--- src/rtl/dm_arbiter.sv ---
// Two-port arbiter and two-cycle access sequencer in front of the single-ported data memory.
// Optional macro DM_ARB_RR_EN selects round-robin arbitration; the default build is fixed priority.
module dm_arbiter #(
    parameter int unsigned AW = 12
) (
    input  logic          clk,
    input  logic          reset,
    input  logic          req0,
    input  logic          req1,
    input  logic          we0,
    input  logic          we1,
    input  logic [1:0]    size0,
    input  logic [1:0]    size1,
    input  logic [31:0]   addr0,
    input  logic [31:0]   addr1,
    input  logic [31:0]   wdata0,
    input  logic [31:0]   wdata1,
    output logic          done0,
    output logic          done1,
    output logic          err0,
    output logic          err1,
    output logic [31:0]   rdata0,
    output logic [31:0]   rdata1,
    output logic          dm_en,
    output logic [3:0]    dm_we,
    output logic [AW-1:0] dm_addr,
    output logic [31:0]   dm_wdata,
    input  logic [31:0]   dm_rdata
);

    typedef enum logic {StIdle, StResp} state_e;

    state_e state_q, state_d;
    logic   win_q, win_d;
    logic   we_q, we_d;
    logic   err_q, err_d;
    logic   grant;

    logic        s_we;
    logic [1:0]  s_size;
    logic [31:0] s_addr;
    logic [31:0] s_wdata;
    logic        misaligned;
    logic [3:0]  be;
    logic [31:0] wd;

    // Address bits above the DM word range carry no meaning here.
    logic unused_addr;
    assign unused_addr = ^{addr0[31:AW+2], addr1[31:AW+2], addr0[1:0] & 2'b00};

`ifdef DM_ARB_RR_EN
    logic last_q, last_d;

    // On contention the port not served last wins.
    assign grant = req1 && (!req0 || !last_q);
`else
    assign grant = req1 && !req0;
`endif

    always_comb begin
        s_we    = grant ? we1    : we0;
        s_size  = grant ? size1  : size0;
        s_addr  = grant ? addr1  : addr0;
        s_wdata = grant ? wdata1 : wdata0;

        misaligned = 1'b0;
        be         = 4'hf;
        wd         = s_wdata;
        unique case (s_size)
            2'b01: begin
                misaligned = s_addr[0];
                be         = s_addr[1] ? 4'hc : 4'h3;
                wd         = {2{s_wdata[15:0]}};
            end
            2'b10: begin
                misaligned = 1'b0;
                be         = 4'b0001 << s_addr[1:0];
                wd         = {4{s_wdata[7:0]}};
            end
            default: begin
                misaligned = (s_addr[1:0] != 2'b00);
                be         = 4'hf;
                wd         = s_wdata;
            end
        endcase
    end

    always_comb begin
        state_d  = state_q;
        win_d    = win_q;
        we_d     = we_q;
        err_d    = err_q;
`ifdef DM_ARB_RR_EN
        last_d   = last_q;
`endif
        dm_en    = 1'b0;
        dm_we    = 4'h0;
        dm_addr  = '0;
        dm_wdata = 32'h0;
        done0    = 1'b0;
        done1    = 1'b0;
        err0     = 1'b0;
        err1     = 1'b0;
        rdata0   = 32'h0;
        rdata1   = 32'h0;

        unique case (state_q)
            StIdle: begin
                if (req0 || req1) begin
                    state_d = StResp;
                    win_d   = grant;
                    we_d    = s_we;
                    err_d   = misaligned;
`ifdef DM_ARB_RR_EN
                    last_d  = grant;
`endif
                    if (!misaligned) begin
                        dm_en    = 1'b1;
                        dm_we    = s_we ? be : 4'h0;
                        dm_addr  = s_addr[AW+1:2];
                        dm_wdata = s_we ? wd : 32'h0;
                    end
                end
            end
            StResp: begin
                state_d = StIdle;
                done0   = !win_q;
                done1   = win_q;
                err0    = !win_q && err_q;
                err1    = win_q && err_q;
                if (!we_q && !err_q) begin
                    rdata0 = win_q ? 32'h0 : dm_rdata;
                    rdata1 = win_q ? dm_rdata : 32'h0;
                end
            end
            default: state_d = StIdle;
        endcase

        // Reset blanks every output and drops any transaction in flight.
        if (!reset) begin
            state_d  = StIdle;
            dm_en    = 1'b0;
            dm_we    = 4'h0;
            dm_addr  = '0;
            dm_wdata = 32'h0;
            done0    = 1'b0;
            done1    = 1'b0;
            err0     = 1'b0;
            err1     = 1'b0;
            rdata0   = 32'h0;
            rdata1   = 32'h0;
        end
    end

    always_ff @(posedge clk) begin
        if (!reset) begin
            state_q <= StIdle;
            win_q   <= 1'b0;
            we_q    <= 1'b0;
            err_q   <= 1'b0;
`ifdef DM_ARB_RR_EN
            last_q  <= 1'b1;
`endif
        end else begin
            state_q <= state_d;
            win_q   <= win_d;
            we_q    <= we_d;
            err_q   <= err_d;
`ifdef DM_ARB_RR_EN
            last_q  <= last_d;
`endif
        end
    end

endmodule
--- config.mk ---
export PLATFORM = sky130hd
export DESIGN_NAME = dm_arbiter
export DESIGN_NICKNAME = d
export VERILOG_FILES = /design/src/rtl/dm_arbiter.sv
export SDC_FILE = /design/constraint.sdc
export NUM_CORES = 1
export LEC_CHECK = 0
export CAP_MARGIN = 40
export CORE_AREA = 5 5 107 109
export DETAILED_ROUTE_END_ITERATION = 12
export DIE_AREA = 0 0 112 114
export GPL_TIMING_DRIVEN = 0
export PLACE_DENSITY = 0.74
export REMOVE_ABC_BUFFERS = 1
export SETUP_SLACK_MARGIN = 0.15
export SLEW_MARGIN = 20
export SYNTH_ARGS = -nofsm -noshare
export SYNTH_HDL_FRONTEND = slang
export SYNTH_SLANG_ARGS = --single-unit
--- constraint.sdc ---
create_clock -name clk -period 2.66 [get_ports clk]
set_input_delay 0.532 -clock clk [delete_from_list [all_inputs] [get_ports clk]]
set_output_delay 0.532 -clock clk [all_outputs]
set_load 0.05 [all_outputs]
; ---- After elaboration in Yosys (flattened, before gate mapping)
; Cells that the tools add are included.
[classes]
reduce_logical = 11
n_mux = 44
shifts = 1
bitwise_logic = 1
eq_ne = 2
[op_table]
columns = operator, n
row1 = 32-bit 2-to-1 mux, 14
row2 = 32-bit case mux with 2 select lines, 1
row3 = 12-bit 2-to-1 mux, 4
row4 = 4-bit 2-to-1 mux, 6
row5 = 1-bit 2-to-1 mux, 14
row6 = 14-bit 2-to-1 mux, 1
row7 = 4-bit case mux with 2 select lines, 1
row8 = 1-bit logical AND, 4
row9 = 1-bit zero test, 4
row10 = 1-bit case mux with 2 select lines, 2
row11 = 1-bit by 2-bit left shift with 4-bit output (first input constant), 1
row12 = 2-bit by 1-bit == test with 1-bit output (second input constant), 1
row13 = 2-bit == test (second input constant), 1
row14 = 2-bit 2-to-1 mux, 1
row15 = 2-bit AND reduction, 1
row16 = 2-bit nonzero test, 1
row17 = 1-bit logical OR, 1
row18 = 1-bit inverter, 1
[totals]
wordCells = 63
output_inout_bits = 117
reg_bits = 4

; ---- Longest topological paths before layout
[logic_depth]
word_depth = 10
ltp_mapped = 7

; ---- Worst setup path after synthesis
; OpenSTA, ideal clock, no wires.
[synth_timing]
kind = input to output
from = input req0
to = output dm_wdata[18]
t_required_ns = 2.128
arrival_time_ns = 2.640
slack_ns = -0.512
cell_stages = 6
cell_sequence = and2b_1 > buf_4 > buf_6 > buf_2 > nand2_1 > a311oi_1
[synth_via]
elab_chain_cells = 10
elab_cells_between_ends = 17
[synth_lines]
columns = item, line_no
row1 = "start, declared", 8  ; input logic req0,
row2 = 1-bit zero test, 57  ; assign grant = req1 && !req0;
row3 = 1-bit logical AND, 57
row4 = 2-bit 2-to-1 mux, 62  ; s_size = grant ? size1 : size0;
row5 = 2-bit == test or 2-bit by 1-bit == test with 1-bit output (tied branches), 69  ; unique case (s_size)
row6 = 32-bit case mux with 2 select lines, 69
row7 = 32-bit 2-to-1 mux, 121  ; dm_wdata = s_we ? wd : 32'h0;
row8 = 32-bit 2-to-1 mux, 117  ; if (!misaligned) begin
row9 = 32-bit 2-to-1 mux *, 109  ; if (req0 || req1) begin
row10 = 32-bit 2-to-1 mux *, 107  ; unique case (state_q)
row11 = 32-bit 2-to-1 mux *, 140  ; if (!reset) begin
row12 = "end, declared", 27  ; output logic [31:0] dm_wdata,
; Every way passes the cells marked *; elsewhere a longest branch is shown, timed or not.

; ---- Worst setup path after layout
[layout_timing]
from = input req0
to = output dm_wdata[11]
; The elaborated chain is that of the path after synthesis.

==> results.py <==
metrics = {
    "outcome": {
        "status": "complete, but fails checks",
        "violations": "setup timing",
    },
    "timing": {
        "period_needed_ps": 2730,
        "max_freq_mhz": 366,
        "fin_crit_sh": 1.03,
        "setup_viol": 15,
        "rsz0062_at_grt": "true",
        "whs_ps": 568,
        "maxSlewViolCount": 0,
        "layout_setup_ws_ps": -71.1,
        "worst_pin_slew_ps": 556,
        "clock_skew_ps": 2.91,
        "setup_tns_ps": -487,
        "slew_headroom": 0.630,
        "hold_viol": 0,
    },
    "detailed_routing": {
        "routedWlPerCell_microns": 18.7,
        "finalWirelength_mm": 13.9,
        "vias": 3553,
        "drt_iter0_markers": 201,
        "drc": 0,
        "vias_per_cell": 4.79,
        "postRouteAntennaNets": 0,
        "firstDrtPassIters": 6,
    },
    "synth": {
        "yosys_register_bits": 4,
        "synth_warnings": 0,
        "synthDistinctLibCells": 41,
        "syn_area_per_cell_sq_um": 6.08,
        "syn_inst": 314,
        "ys_seq_area_frac": 0.0419,
        "synth_area_sq_um": 1910,
    },
    "floorplan": {
        "start_util": 0.182,
        "die_y_microns": 114,
        "die_w_microns": 112,
        "row_count": 38,
        "pin_count": 287,
        "core-area_sq_um": 10500,
        "dieArea_sq_um": 12800,
    },
    "global_routing": {
        "grt_overflow": 0,
        "first_global_vias": 3661,
        "grt_max_degree": 54,
        "grt_pass1_wl_mm": 19.8,
        "grt_use_total": 0.195,
        "antenna_found_initial": 0,
    },
    "cells_and_area": {
        "drive_gt1_frac": 0.376,
        "antenna_cells": 0,
        "area_delta_synth_final_pct": 188,
        "finish.net_count": 773,
    },
    "power_and_ir_drop": {
        "powerDensity_nw_per_um2": 207,
        "ir_drop_v": 0.0000885,
        "p_leak_nw": 2.51,
        "total_power_mw": 1.14,
    },
    "critical_path": {
        "crit_path_max_fanout": 7,
        "cp.required_ps": 2130,
        "cp_data_arrival_time_ps": 2200,
        "cp-end-kind": "output pin",
        "worstReg2RegStart": "state_q",
        "r2r_end": "err_q",
        "path_class": "input port to output pin",
        "r2r_cells": 5,
        "r2r_slack_ps": 1550,
        "crit_path_start_kind": "input port",
    },
    "hold_path": {
        "holdPathEnd": "we_q",
        "hold_path.class": "flop to flop",
        "worstHoldStart": "state_q",
        "worstHoldPathCells": 2,
    },
    "clocking": {
        "cts_max_path_buffers": 2,
        "cts_max_level": 1,
        "clk-insertion-delay-late_ps": 220,
        "clock_sinks": 4,
        "path_clk_slew_ps": 30,
        "cts_tree": "done",
        "cts-buffers-inserted": 3,
        "holdBufCountCts": 0,
        "cts-root-buf": "clkbuf_8",
    },
    "place": {
        "port_buffers": 250,
        "hpwl_mm": 9.33,
        "place.gp.congestion": 0.804,
    },
    "run": {
        "max_cap_viol_count": 0,
    },
}
[how the worst max path moves through the flow]
stage / startpoint / end / slack (ps)
after floorplan: req0 / dm_wdata[16] / -1320
after global placement: req1 / dm_wdata[11] / -2790
after detailed placement: req0 / dm_wdata[19] / -1640
after CTS: req0 / dm_wdata[21] / -110
after global routing: req0 / dm_wdata[11] / -100
final: req0 / dm_wdata[11] / -70
[sequential cells by signal, summed over array words and instances, names as in the netlist]
signal / count
win_q: 1
state_q: 1
err_q: 1
we_q: 1
[worst max-delay path, cell delays in order]
cell and delay (ps):
buf_12 100, nand2b_4 190, mux2_4 340, a21oi_4 170
buf_12 150, o21ai_4 100, buf_6 150, a211oi_4 260
buf_6 200
[cell usage after synthesis]
cell type  instances  area share
nor2b_1            4       0.013
o21ai_0            2      0.0052
a32o_1             3       0.016
o22ai_1            2      0.0065
buf_1              1      0.0020
nand3_1            2      0.0052
or2_2              1      0.0033
a21boi_0           4       0.016
a21oi_4            1      0.0085
o21a_2             1      0.0046
nand2b_4           1      0.0072
a21o_1             1      0.0039
o21a_1             4       0.016
o31a_1             4       0.018
mux2_2             3       0.018
nand2b_1           3      0.0098
o2111a_1           1      0.0059
buf_2              7       0.018
or2_1              1      0.0033
mux2i_1           14       0.073
nand2_1           77        0.15
nor2_1            37       0.073
buf_4              3       0.012
o21ai_4            1      0.0085
clkbuf_1          15       0.029
or2b_1             1      0.0039
mux2i_4            1       0.012
and2b_1            1      0.0039
a311oi_2           3       0.024
a21oi_1           20       0.052
a211oi_2           4       0.026
mux2_4             1      0.0079
dfxtp_1            4       0.042
a22oi_1            1      0.0039
a311oi_1           4       0.018
o21ai_2            1      0.0046
and3_1            65        0.21
nor3_2             3       0.016
inv_1              3      0.0059
and2_1             5       0.016
buf_6              4       0.024
[layer usage]
metal	track usage	vias to the layer above	wire (microns)
li1	-	1687	-
met1	0.209	1626	4950
met2	0.361	212	7230
met3	0.0568	28	1290
met4	0.0769	0	425
met5	0	-	0
[cell type report]
cell class	count	area [sq um]
Sequential cell	4	80.1
Fill cell	993	5010
Clock buffer	3	41.3
Multi-Input combinational cell	285	2030
Timing Repair Buffer	306	3160
Inverter	3	11.3
Tap cell	140	175
[power by group]
group / internal, mW / leakage [nW] / total (mW) / switching [mW]
Combinational: 0.443 / 2.46 / 0.931 / 0.488
Sequential: 0.0657 / 0.0332 / 0.0741 / 0.00841
Clock: 0.0968 / 0.0216 / 0.132 / 0.0349
[per-stage QoR]
step	cells	instance area, sq um	util	setup WS (ps)
after floorplan	284	1750	-	-1320
after global placement	674	4430	0.421	-2790
after detailed placement	678	4500	0.428	-1640
after CTS	724	5110	0.486	-108
after global routing	741	5500	0.523	-98.7
final	741	5500	0.523	-71.1
[cell usage in the layout, fill, tap and decap left out, types with 7 or more instances in the layout]
cell	n
clkdlybuf4s50_1	122
nand2_1	75
and3_1	64
clkdlybuf4s15_2	53
buf_4	46
buf_6	43
nor2_1	30
dlygate4sd2_1	20
a21oi_1	13
mux2i_1	11
buf_12	10
buf_8	7
[logic make-up (layout without fill, tap and decap cells)]
family | count (synthesis) | after routing | synth area share
AO/OA/AOI/OAI | 57 | 60 | 0.238
buffers and inverters | 33 | 312 | 0.0910
flip-flops | 4 | 4 | 0.0419
multiplexers | 19 | 21 | 0.111
AND/OR/NAND/NOR | 201 | 204 | 0.519
[repair_timing]
| action | 4_1_cts | 5_1_grt |
|---|---|---|
| setup buffers | 36 | 16 |
| gates cloned | 7 | 1 |
| resized for setup | 563 | 62 |
| endpoints found under the setup margin | 117 | 97 |
| pin swaps | 15 | 16 |
Note: power is estimated with default switching activity, not from simulation.
